===== config.mk =====
export PLATFORM = sky130hd
export DESIGN_NAME = lut_activation_scheduler
export DESIGN_NICKNAME = d
export VERILOG_FILES = /design/src/rtl/lut_activation_scheduler.sv
export SDC_FILE = /design/constraint.sdc
export NUM_CORES = 1
export LEC_CHECK = 0
export CAP_MARGIN = 20
export CORE_MARGIN = 3
export CORE_UTILIZATION = 31
export CTS_CLUSTER_DIAMETER = 150
export DETAILED_ROUTE_END_ITERATION = 6
export SETUP_SLACK_MARGIN = 0.4
export SYNTH_ARGS = -nofsm -noshare
export SYNTH_HDL_FRONTEND = slang
export SYNTH_SLANG_ARGS = --single-unit

===== constraint.sdc =====
create_clock -name clk -period 6.5 [get_ports clk]
set_clock_uncertainty 0.1 [all_clocks]
set_input_delay 1.3 -clock clk [delete_from_list [all_inputs] [get_ports clk]]
set_output_delay 1.3 -clock clk [all_outputs]
set_load 0.02 [all_outputs]

===== src/rtl/lut_activation_scheduler.sv =====
// Round-robin time-shared activation LUT with linear interpolation between adjacent entries.
// Optional build macro LUT_ROUND_EN: round half up instead of flooring the interpolation.
module lut_activation_scheduler #(
  parameter int unsigned N_REQ  = 4,
  parameter int unsigned IN_W   = 8,
  parameter int unsigned ADDR_W = 4,
  parameter int unsigned FRAC_W = 4,
  parameter int unsigned DATA_W = 8,
  localparam int unsigned ID_W  = (N_REQ > 1) ? $clog2(N_REQ) : 1
) (
  input  logic                    clk,
  input  logic                    rst,
  input  logic [N_REQ-1:0]        req_valid,
  input  logic [N_REQ*IN_W-1:0]   req_data,
  output logic [N_REQ-1:0]        req_ready,
  output logic [ADDR_W-1:0]       lut_addr,
  input  logic [DATA_W-1:0]       lut_base,
  input  logic [DATA_W-1:0]       lut_next,
  output logic                    resp_valid,
  input  logic                    resp_ready,
  output logic [DATA_W-1:0]       resp_data,
  output logic [ID_W-1:0]         resp_id
);

  localparam int unsigned PW = DATA_W + FRAC_W + 2;
  localparam logic [ADDR_W-1:0] TopPosAddr = ADDR_W'((1 << (ADDR_W - 1)) - 1);

  typedef enum logic [1:0] {StIdle, StLookup, StCalc, StResp} state_e;

  state_e                     state_q, state_d;
  logic [ID_W-1:0]            ptr_q, id_q, rid_q, grant_id;
  logic                       grant_found;
  logic [IN_W-1:0]            x_q;
  logic signed [DATA_W-1:0]   base_q, next_q, data_q, y;
  logic [FRAC_W-1:0]          frac_q;
  logic signed [DATA_W:0]     diff;
  logic signed [PW-1:0]       prod, prod_adj;

  // First valid requester strictly after the last one served, wrapping around.
  always_comb begin
    int unsigned idx;
    grant_found = 1'b0;
    grant_id    = '0;
    for (int unsigned k = 1; k <= N_REQ; k++) begin
      idx = int'(ptr_q) + k;
      if (idx >= N_REQ) idx = idx - N_REQ;
      if (!grant_found && req_valid[idx]) begin
        grant_found = 1'b1;
        grant_id    = ID_W'(idx);
      end
    end
  end

  always_comb begin
    state_d   = state_q;
    req_ready = '0;
    unique case (state_q)
      StIdle: begin
        if (grant_found && !rst) begin
          req_ready[grant_id] = 1'b1;
          state_d             = StLookup;
        end
      end
      StLookup: state_d = StCalc;
      StCalc:   state_d = StResp;
      StResp:   if (resp_ready) state_d = StIdle;
      default:  state_d = StIdle;
    endcase
  end

  always_comb begin
    diff = $signed({next_q[DATA_W-1], next_q}) - $signed({base_q[DATA_W-1], base_q});
    prod = PW'(diff) * PW'($signed({1'b0, frac_q}));
`ifdef LUT_ROUND_EN
    prod_adj = prod + PW'(1 << (FRAC_W - 1));
`else
    prod_adj = prod;
`endif
    y = base_q + DATA_W'(prod_adj >>> FRAC_W);
  end

  always_ff @(posedge clk) begin
    if (rst) begin
      state_q <= StIdle;
      ptr_q   <= ID_W'(N_REQ - 1);
      id_q    <= '0;
      rid_q   <= '0;
      x_q     <= '0;
      base_q  <= '0;
      next_q  <= '0;
      frac_q  <= '0;
      data_q  <= '0;
    end else begin
      state_q <= state_d;
      if (state_q == StIdle && grant_found) begin
        x_q   <= req_data[grant_id*IN_W +: IN_W];
        id_q  <= grant_id;
        ptr_q <= grant_id;
      end
      if (state_q == StLookup) begin
        base_q <= lut_base;
        // No interpolation across the +max/-min discontinuity.
        next_q <= (lut_addr == TopPosAddr) ? lut_base : lut_next;
        frac_q <= x_q[FRAC_W-1:0];
      end
      if (state_q == StCalc) begin
        data_q <= y;
        rid_q  <= id_q;
      end
    end
  end

  assign lut_addr   = x_q[IN_W-1 -: ADDR_W];
  assign resp_valid = (state_q == StResp);
  assign resp_data  = data_q;
  assign resp_id    = rid_q;

endmodule

==> impl_metrics.yaml, run 1 <==
setup_path:
  worst_r2r_startpoint: "base_q[1]$_SDFFE_PP0N_"
  slowest_stage: "sky130_fd_sc_hd__fa_1"
  critical-path-top-cell-by-count: "sky130_fd_sc_hd__ha_1"
  endpoint_kind_of_the_worst_setup_timing_path: "flip-flop"
  r2r_end: "resp_data[7]$_SDFFE_PP0P_"
  path_max_fanout: 5
  arrival_ns: 5.85
  worst-r2r-cell-count: 29
  cp_slowest_stage_delay_ns: 0.54
  rrSetupSlack_ns: 0.76
  worst_setup_path_startpoint: "base_q[1]$_SDFFE_PP0N_"
  path_class: "reg2reg"
  critPathLaunchType: "flip-flop"
  cp_data_required_time_ns: 6.61
cts:
  max-clock-path-buffers: 2
  holdBufCountCts: 0
  clock_tree_from_tritoncts: "yes"
  clk_latency_ns: 0.28
  cts_buffers: 5
  cts.root.buffer_cell: "sky130_fd_sc_hd__clkbuf_16"
  numClockSinks: 44
  total_number_of_h_tree_levels: 2
  post-cts-setup-buffer-count: 0
  clkTransAtPathRegs_ns: 0.06
hold_path:
  worst_min_path_start: "x_q[2]$_SDFFE_PP0P_"
  min_path_type: "reg2reg"
  min_delay_path_depth: 2
  worstHoldEndpoint: "x_q[2]$_SDFFE_PP0P_"
synth:
  yosys_most_used_dff: "sky130_fd_sc_hd__dfxtp_1"
  post-synth-top-area-fraction_pct: 23.40
  syn-mean-instance-area_sq_um: 8.477
  post_synth_num_cell_types: 41
  ys_top_cells_by_count: "52 x sky130_fd_sc_hd__nor2_1, 46 x sky130_fd_sc_hd__inv_1, 44 x sky130_fd_sc_hd__dfxtp_1"
  netlist_top_cells_area: "sky130_fd_sc_hd__dfxtp_1 23%, sky130_fd_sc_hd__ha_1 13%, sky130_fd_sc_hd__mux2i_1 9.8%"
  ys_async_sr_fraction_pct: 0
  synth.yosys.seq_area_share_pct: 23.40
  synthesis.area_sq_mm: 0.003764
  synth-edff-count: 0
  yosysWarningCount: 0
  synth_seq_cells: 44
  synthesis.instances: 444
  post-synth-top-area-cell: "sky130_fd_sc_hd__dfxtp_1"
  most_frequent_cell_after_synthesis: "sky130_fd_sc_hd__nor2_1"
  synth_nets: 554
power_and_ir_drop:
  worst_ir_drop_vdd_v: 0.0001575
  p_seq_share_pct: 23.7
  netSwitchingFraction_pct: 42.23
  p_per_area_mw_per_mm2: 372.4
  cellInternalPower_mw: 1.039
  power.clock.fraction_pct: 15.5
  power.static_leakage_nw: 2.117
  power_frac_comb_pct: 60.8
  power.switching_mw: 0.7592
global_route:
  grt_pass1_wl_um: 14690
  first_global_vias: 3148
  grt.overflow.total: 0
  grt_antenna_before_repair: 0
  groute.usage.overall_pct: 13.20
  grt_max_degree: 46
final_layout:
  fin_nets: 613
  final-instance-count-excl-fill: 647
  final_core_util_pct: 41.40
  antenna_fix_cells: 0
  total_area_of_sequential_cells_sq_um: 884.6
  multi_input_comb_area_sq_mm: 0.002668
  area_growth_syn_to_layout_pct: 28.29
  layout.filler_cells: 1155
  final_layout_size_suffix_gt1_share_pct: 8.135
floorplanning:
  dieWidth_um: 116.2
  initial_core_util_pct: 32.27
  core_area_sq_mm: 0.01166
  fp.dieArea_sq_mm: 0.01350
  fp.dieH_um: 116.2
  num_io_pins: 74
  placementRows: 39
timing:
  finalSetupTns_ns: 0
  finalWorstPathRequiredPeriod_ns: 5.742
  fin_crit_sh_pct: 88.34
  slew_viol_final: 0
  final.hold.worst_slack_ns: 0.3556
  tightestPinTransition_ns: 0.8001
  rsz_0062_raised_after_global_routing: "no"
  finalHoldViolations: 0
  max_freq_mhz: 174.2
  slew_headroom_pct: 46.55
  finalSetupViolations: 0
routing:
  initialDrtViolationCount: 60
  totalWireLength_um: 8597
  drcViolationCount: 0
  drt_pre_antenna_iters: 4
  drt-vias-per-instance: 4.743
  number_of_nets_with_antenna_violations_after_detailed_routing: 0
  via_count: 3069
  avgRoutedWirePerCell_um: 13.29
run:
  max_cap_viol_count: 0
run_status:
  status: "complete, no violations"
placement:
  io_buffers: 73
  place_hpwl_um: 6972
  dp_cells: 639
  finalWeightedCongestion: 0.8207
-- power by group through the flow --
stage / registers (mW) / clock network (mW) / logic, mW
2_1_floorplan: 0.411 / 0 / 0.798
3_3_place_gp: 0.428 / 0 / 1.03
3_5_place_dp: 0.432 / 0 / 1.05
4_1_cts: 0.427 / 0.286 / 1.06
5_1_grt: 0.439 / 0.297 / 1.23
6_report: 0.426 / 0.279 / 1.09
-- worst max-delay path: cells and delay by family, from the launching register on --
family / cells / cell delay (ns)
XOR/XNOR: 4 / 0.68
AO/OA/AOI/OAI: 8 / 1.17
flip-flops: 1 / 0.38
adder cells (fa/ha/maj): 6 / 2.27
AND/OR/NAND/NOR: 8 / 0.92
buffers and inverters: 3 / 0.14
-- state kept, by name (all words and copies together) (netlist names) --
signal / flops
base_q: 8
next_q: 8
resp_data: 8
x_q: 8
frac_q: 4
id_q: 2
ptr_q: 2
resp_id: 2
state_q: 2
-- cell usage in the layout, fill, tap and decap left out, drive strengths merged, types with 2 or more instances in the layout --
| cell type | instances |
|---|---|
| a211oi | 11 |
| a21o | 2 |
| a21oi | 23 |
| a31oi | 3 |
| and2 | 18 |
| and2b | 2 |
| buf | 4 |
| clkbuf | 6 |
| clkdlybuf4s50 | 73 |
| dfxtp | 44 |
| fa | 17 |
| ha | 38 |
| inv | 46 |
| mux2 | 8 |
| mux2i | 37 |
| nand2 | 32 |
| nand2b | 5 |
| nand3 | 2 |
| nand4b | 2 |
| nor2 | 53 |
| nor2b | 14 |
| nor3 | 10 |
| nor4 | 3 |
| o211ai | 8 |
| o21a | 3 |
| o21ai | 5 |
| o21bai | 3 |
| xnor2 | 19 |
| xor2 | 3 |
-- final cells by class --
cell class,count,share of cell area (%)
multi-input cells,329,55.25
clock buffers,6,2.669
well taps,143,3.706
inverters,46,3.576
clock inverters,2,0.7256
repair buffers,77,15.76
flip-flops and latches,44,18.32
-- layer usage --
| layer | vias to the layer above | part of all wire [%] | global-route usage, % |
|---|---|---|---|
| met2 | 62 | 49 | 23.97 |
| met4 | 0 | 0.58 | 2.320 |
| met1 | 1417 | 45 | 16.53 |
| met5 | - | 0 | 0 |
| li1 | 1585 | - | - |
| met3 | 5 | 4.8 | 2.332 |
-- cell families after synthesis --
family,share of synthesized area (%)
buf+inv,7.547
mux,12.23
compound gates,11.24
fa+ha+maj,21.68
xor+xnor,5.718
flops,23.40
simple gates,18.19
-- how the worst max path moves through the flow --
stage                           endpoint  slack (ns)  cells past startpoint
3_3_place_gp   resp_data[7]$_SDFFE_PP0P_        0.44                     27
5_1_grt        resp_data[7]$_SDFFE_PP0P_        0.48                     29
4_1_cts        resp_data[7]$_SDFFE_PP0P_        0.42                     27
6_report       resp_data[7]$_SDFFE_PP0P_        0.76                     29
3_5_place_dp   resp_data[7]$_SDFFE_PP0P_        0.17                     27
2_1_floorplan  resp_data[7]$_SDFFE_PP0P_        0.70                     27
-- through the flow --
stage / worst slack (ns) / power (mW) / instance area [sq um]
floorplan: 0.6977 / 1.209 / 3764
global placement: 0.4411 / 1.461 / 4596
detailed placement: 0.1703 / 1.480 / 4596
CTS: 0.4224 / 1.769 / 4767
global route: 0.4770 / 1.965 / 4828
finish: 0.7581 / 1.798 / 4828
-- repair_timing --
item,CTS,global route
setup endpoints to repair,1,1
pin swaps,1,4
gates resized for setup,6,16
Note: power is estimated with default switching activity, not from simulation.
==> run 2: changes to the inputs <==
--- a/config.mk
+++ b/config.mk
@@ -5,11 +5,12 @@
 export SDC_FILE = /design/constraint.sdc
 export NUM_CORES = 1
 export LEC_CHECK = 0
-export CAP_MARGIN = 20
+export CAP_MARGIN = 30
 export CORE_MARGIN = 3
 export CORE_UTILIZATION = 31
 export CTS_CLUSTER_DIAMETER = 150
 export DETAILED_ROUTE_END_ITERATION = 6
+export HOLD_SLACK_MARGIN = 0.15
 export SETUP_SLACK_MARGIN = 0.4
 export SYNTH_ARGS = -nofsm -noshare
 export SYNTH_HDL_FRONTEND = slang
==> results of run 2 <==
Final layout, timing and power as in run 1 (identical DEF).
==> run 3: changes to the inputs <==
--- a/config.mk
+++ b/config.mk
@@ -11,6 +11,7 @@
 export CTS_CLUSTER_DIAMETER = 150
 export DETAILED_ROUTE_END_ITERATION = 6
 export HOLD_SLACK_MARGIN = 0.15
+export RECOVER_POWER = 50
 export SETUP_SLACK_MARGIN = 0.4
 export SYNTH_ARGS = -nofsm -noshare
 export SYNTH_HDL_FRONTEND = slang
==> run 3 against run 2 <==
Compared with the run above:
- the run now ends with max-capacitance violations, max-slew violations left
- critical path depth is the same
- via count unchanged
- setup slack worse by 0.020 ns
- utilization about the same
- hold slack stayed put
- flip-flop and latch count is the same
- register-to-register slack got worse by 0.02 ns
- wire length about the same
- sequential power about the same
- clock power barely moved
- first-iteration DRC count decreased by 20%
- largest cell class unchanged
- largest power group unchanged
==> impl_metrics.yaml, run 3 (same netlist as run 1, synthesis figures left out) <==
final_layout:
  layout_commonest_cell: "sky130_fd_sc_hd__clkdlybuf4s50_1"
  final-instance-count-excl-fill: 647
  final_core_util_pct: 41.37
  antenna_fix_cells: 0
  fin_nets: 613
  fin_area_sq_mm: 0.004825
  final_layout_size_suffix_gt1_share_pct: 7.937
  layout_common_cells: "64 x sky130_fd_sc_hd__clkdlybuf4s50_1, 51 x sky130_fd_sc_hd__nor2_1, 46 x sky130_fd_sc_hd__inv_1, 43 x sky130_fd_sc_hd__dfxtp_1"
  area_growth_syn_to_layout_pct: 28.19
power_and_ir_drop:
  cellInternalPower_mw: 1.036
  worst_ir_drop_vdd_v: 0.0001575
  power.switching_mw: 0.7589
  power.clock.fraction_pct: 15.6
  p_per_area_mw_per_mm2: 372.0
  report.power.total_mw: 1.795
  p_seq_share_pct: 23.7
  power_frac_comb_pct: 60.7
  power.static_leakage_nw: 2.141
  netSwitchingFraction_pct: 42.28
routing:
  wl_met1_um: 3908
  drt_pre_antenna_iters: 4
  routed-wl-met2_um: 4226
  avgRoutedWirePerCell_um: 13.28
  initialDrtViolationCount: 48
  drt-vias-per-instance: 4.743
  via_count: 3069
  number_of_nets_with_antenna_violations_after_detailed_routing: 0
  drcViolationCount: 0
  totalWireLength_um: 8594
  routed-wl-met3_um: 409
  routed.top_layer: "met4"
cts:
  clkTransAtPathRegs_ns: 0.06
  total_number_of_h_tree_levels: 2
  clk_latency_ns: 0.28
  clock_tree_from_tritoncts: "yes"
  post-cts-setup-buffer-count: 0
  cts_buffers: 5
  max-clock-path-buffers: 2
  numClockSinks: 44
  cts.root.buffer_cell: "sky130_fd_sc_hd__clkbuf_16"
setup_path:
  arrival_ns: 5.85
  r2r_end: "resp_data[7]$_SDFFE_PP0P_"
  path_max_fanout: 5
  worst_r2r_startpoint: "base_q[1]$_SDFFE_PP0N_"
  cp_data_required_time_ns: 6.59
  slowest_stage: "sky130_fd_sc_hd__fa_1"
  rrSetupSlack_ns: 0.74
  critPathLaunchType: "flip-flop"
  path_class: "reg2reg"
  endpoint_kind_of_the_worst_setup_timing_path: "flip-flop"
  cp_slowest_stage_delay_ns: 0.54
  worst-r2r-cell-count: 29
  critical-path-top-cell-by-count: "sky130_fd_sc_hd__ha_1"
timing:
  tightestPinTransition_ns: 1.965
  max_freq_mhz: 173.5
  slew_viol_final: 46
  setup_slack_ns: 0.7377
  rsz_0062_raised_after_global_routing: "no"
  finalHoldViolations: 0
  fin_crit_sh_pct: 88.65
  finalSetupViolations: 0
  finalSetupTns_ns: 0
  finalWorstPathRequiredPeriod_ns: 5.762
  slew_headroom_pct: -30.99
  final.hold.worst_slack_ns: 0.3556
hold_path:
  worstHoldEndpoint: "x_q[2]$_SDFFE_PP0P_"
  worst_min_path_start: "x_q[2]$_SDFFE_PP0P_"
  min_path_type: "reg2reg"
  min_delay_path_depth: 2
run:
  max_cap_viol_count: 1
floorplanning:
  fp.dieH_um: 116.2
  core_area_sq_mm: 0.01166
  initial_core_util_pct: 32.27
  fp.dieArea_sq_mm: 0.01350
  num_io_pins: 74
  placementRows: 39
  dieWidth_um: 116.2
run_status:
  status: "finished with violations"
  failed_checks: "max-capacitance violations, max-slew violations"
global_route:
  first_global_vias: 3148
  groute.usage.overall_pct: 13.20
  grt_max_degree: 46
  grt_antenna_before_repair: 0
  grt_pass1_wl_um: 14690
  grt.overflow.total: 0
placement:
  dpl-instance-area_sq_mm: 0.004596
  io_buffers: 73
  place_hpwl_um: 6972
  dp_cells: 639
  finalWeightedCongestion: 0.8207
  detailedPlace.worstSlack_ns: 0.1703
==> run 3: area by class of cell <==
type                            count  area, sq um
Multi-Input combinational cell    329         2668
Clock buffer                        6        128.9
Sequential cell                    44        884.6
Tap cell                          143        178.9
Clock inverter                      2        35.03
Inverter                           46        172.7
Timing Repair Buffer               77        757.0
Fill cell                        1156         6838
==> run 3: how the worst max path moves through the flow <==
stage | from | cells past startpoint | to | slack (ns)
after global routing | base_q[1]$_SDFFE_PP0N_ | 29 | resp_data[7]$_SDFFE_PP0P_ | 0.45
after global placement | base_q[1]$_SDFFE_PP0N_ | 27 | resp_data[7]$_SDFFE_PP0P_ | 0.44
after floorplan | base_q[1]$_SDFFE_PP0N_ | 27 | resp_data[7]$_SDFFE_PP0P_ | 0.70
after detailed placement | base_q[1]$_SDFFE_PP0N_ | 27 | resp_data[7]$_SDFFE_PP0P_ | 0.17
final | base_q[1]$_SDFFE_PP0N_ | 29 | resp_data[7]$_SDFFE_PP0P_ | 0.74
after CTS | base_q[1]$_SDFFE_PP0N_ | 27 | resp_data[7]$_SDFFE_PP0P_ | 0.42
==> run 3: what timing repair did <==
action	4_1_cts	5_1_grt
setup endpoints to repair	1	1
hold buffers	0	0
gates resized for setup	6	16
pin swaps	1	4
==> run 3: worst max-delay path: cells and delay by family, from the launching register on <==
kind | cells | cell delay (ns)
xor gates and xnor gates | 4 | 0.68
adders and majority gates | 6 | 2.27
buffers and inverters | 3 | 0.14
and+or+nand+nor | 8 | 0.92
DFF | 1 | 0.38
AOI/OAI and AO/OA | 8 | 1.17
==> run 3: layer usage <==
metal,vias up,track usage [%]
li1,1585,-
met1,1417,16.53
met2,62,23.97
met3,5,2.332
met4,0,2.320
met5,-,0
==> run 3: power by group through the flow <==
stage	logic (mW)	clock network (mW)	registers [mW]
floorplan	0.798	0	0.411
global placement	1.03	0	0.428
detailed placement	1.05	0	0.432
CTS	1.06	0.286	0.427
global route	1.23	0.297	0.439
finish	1.09	0.279	0.426
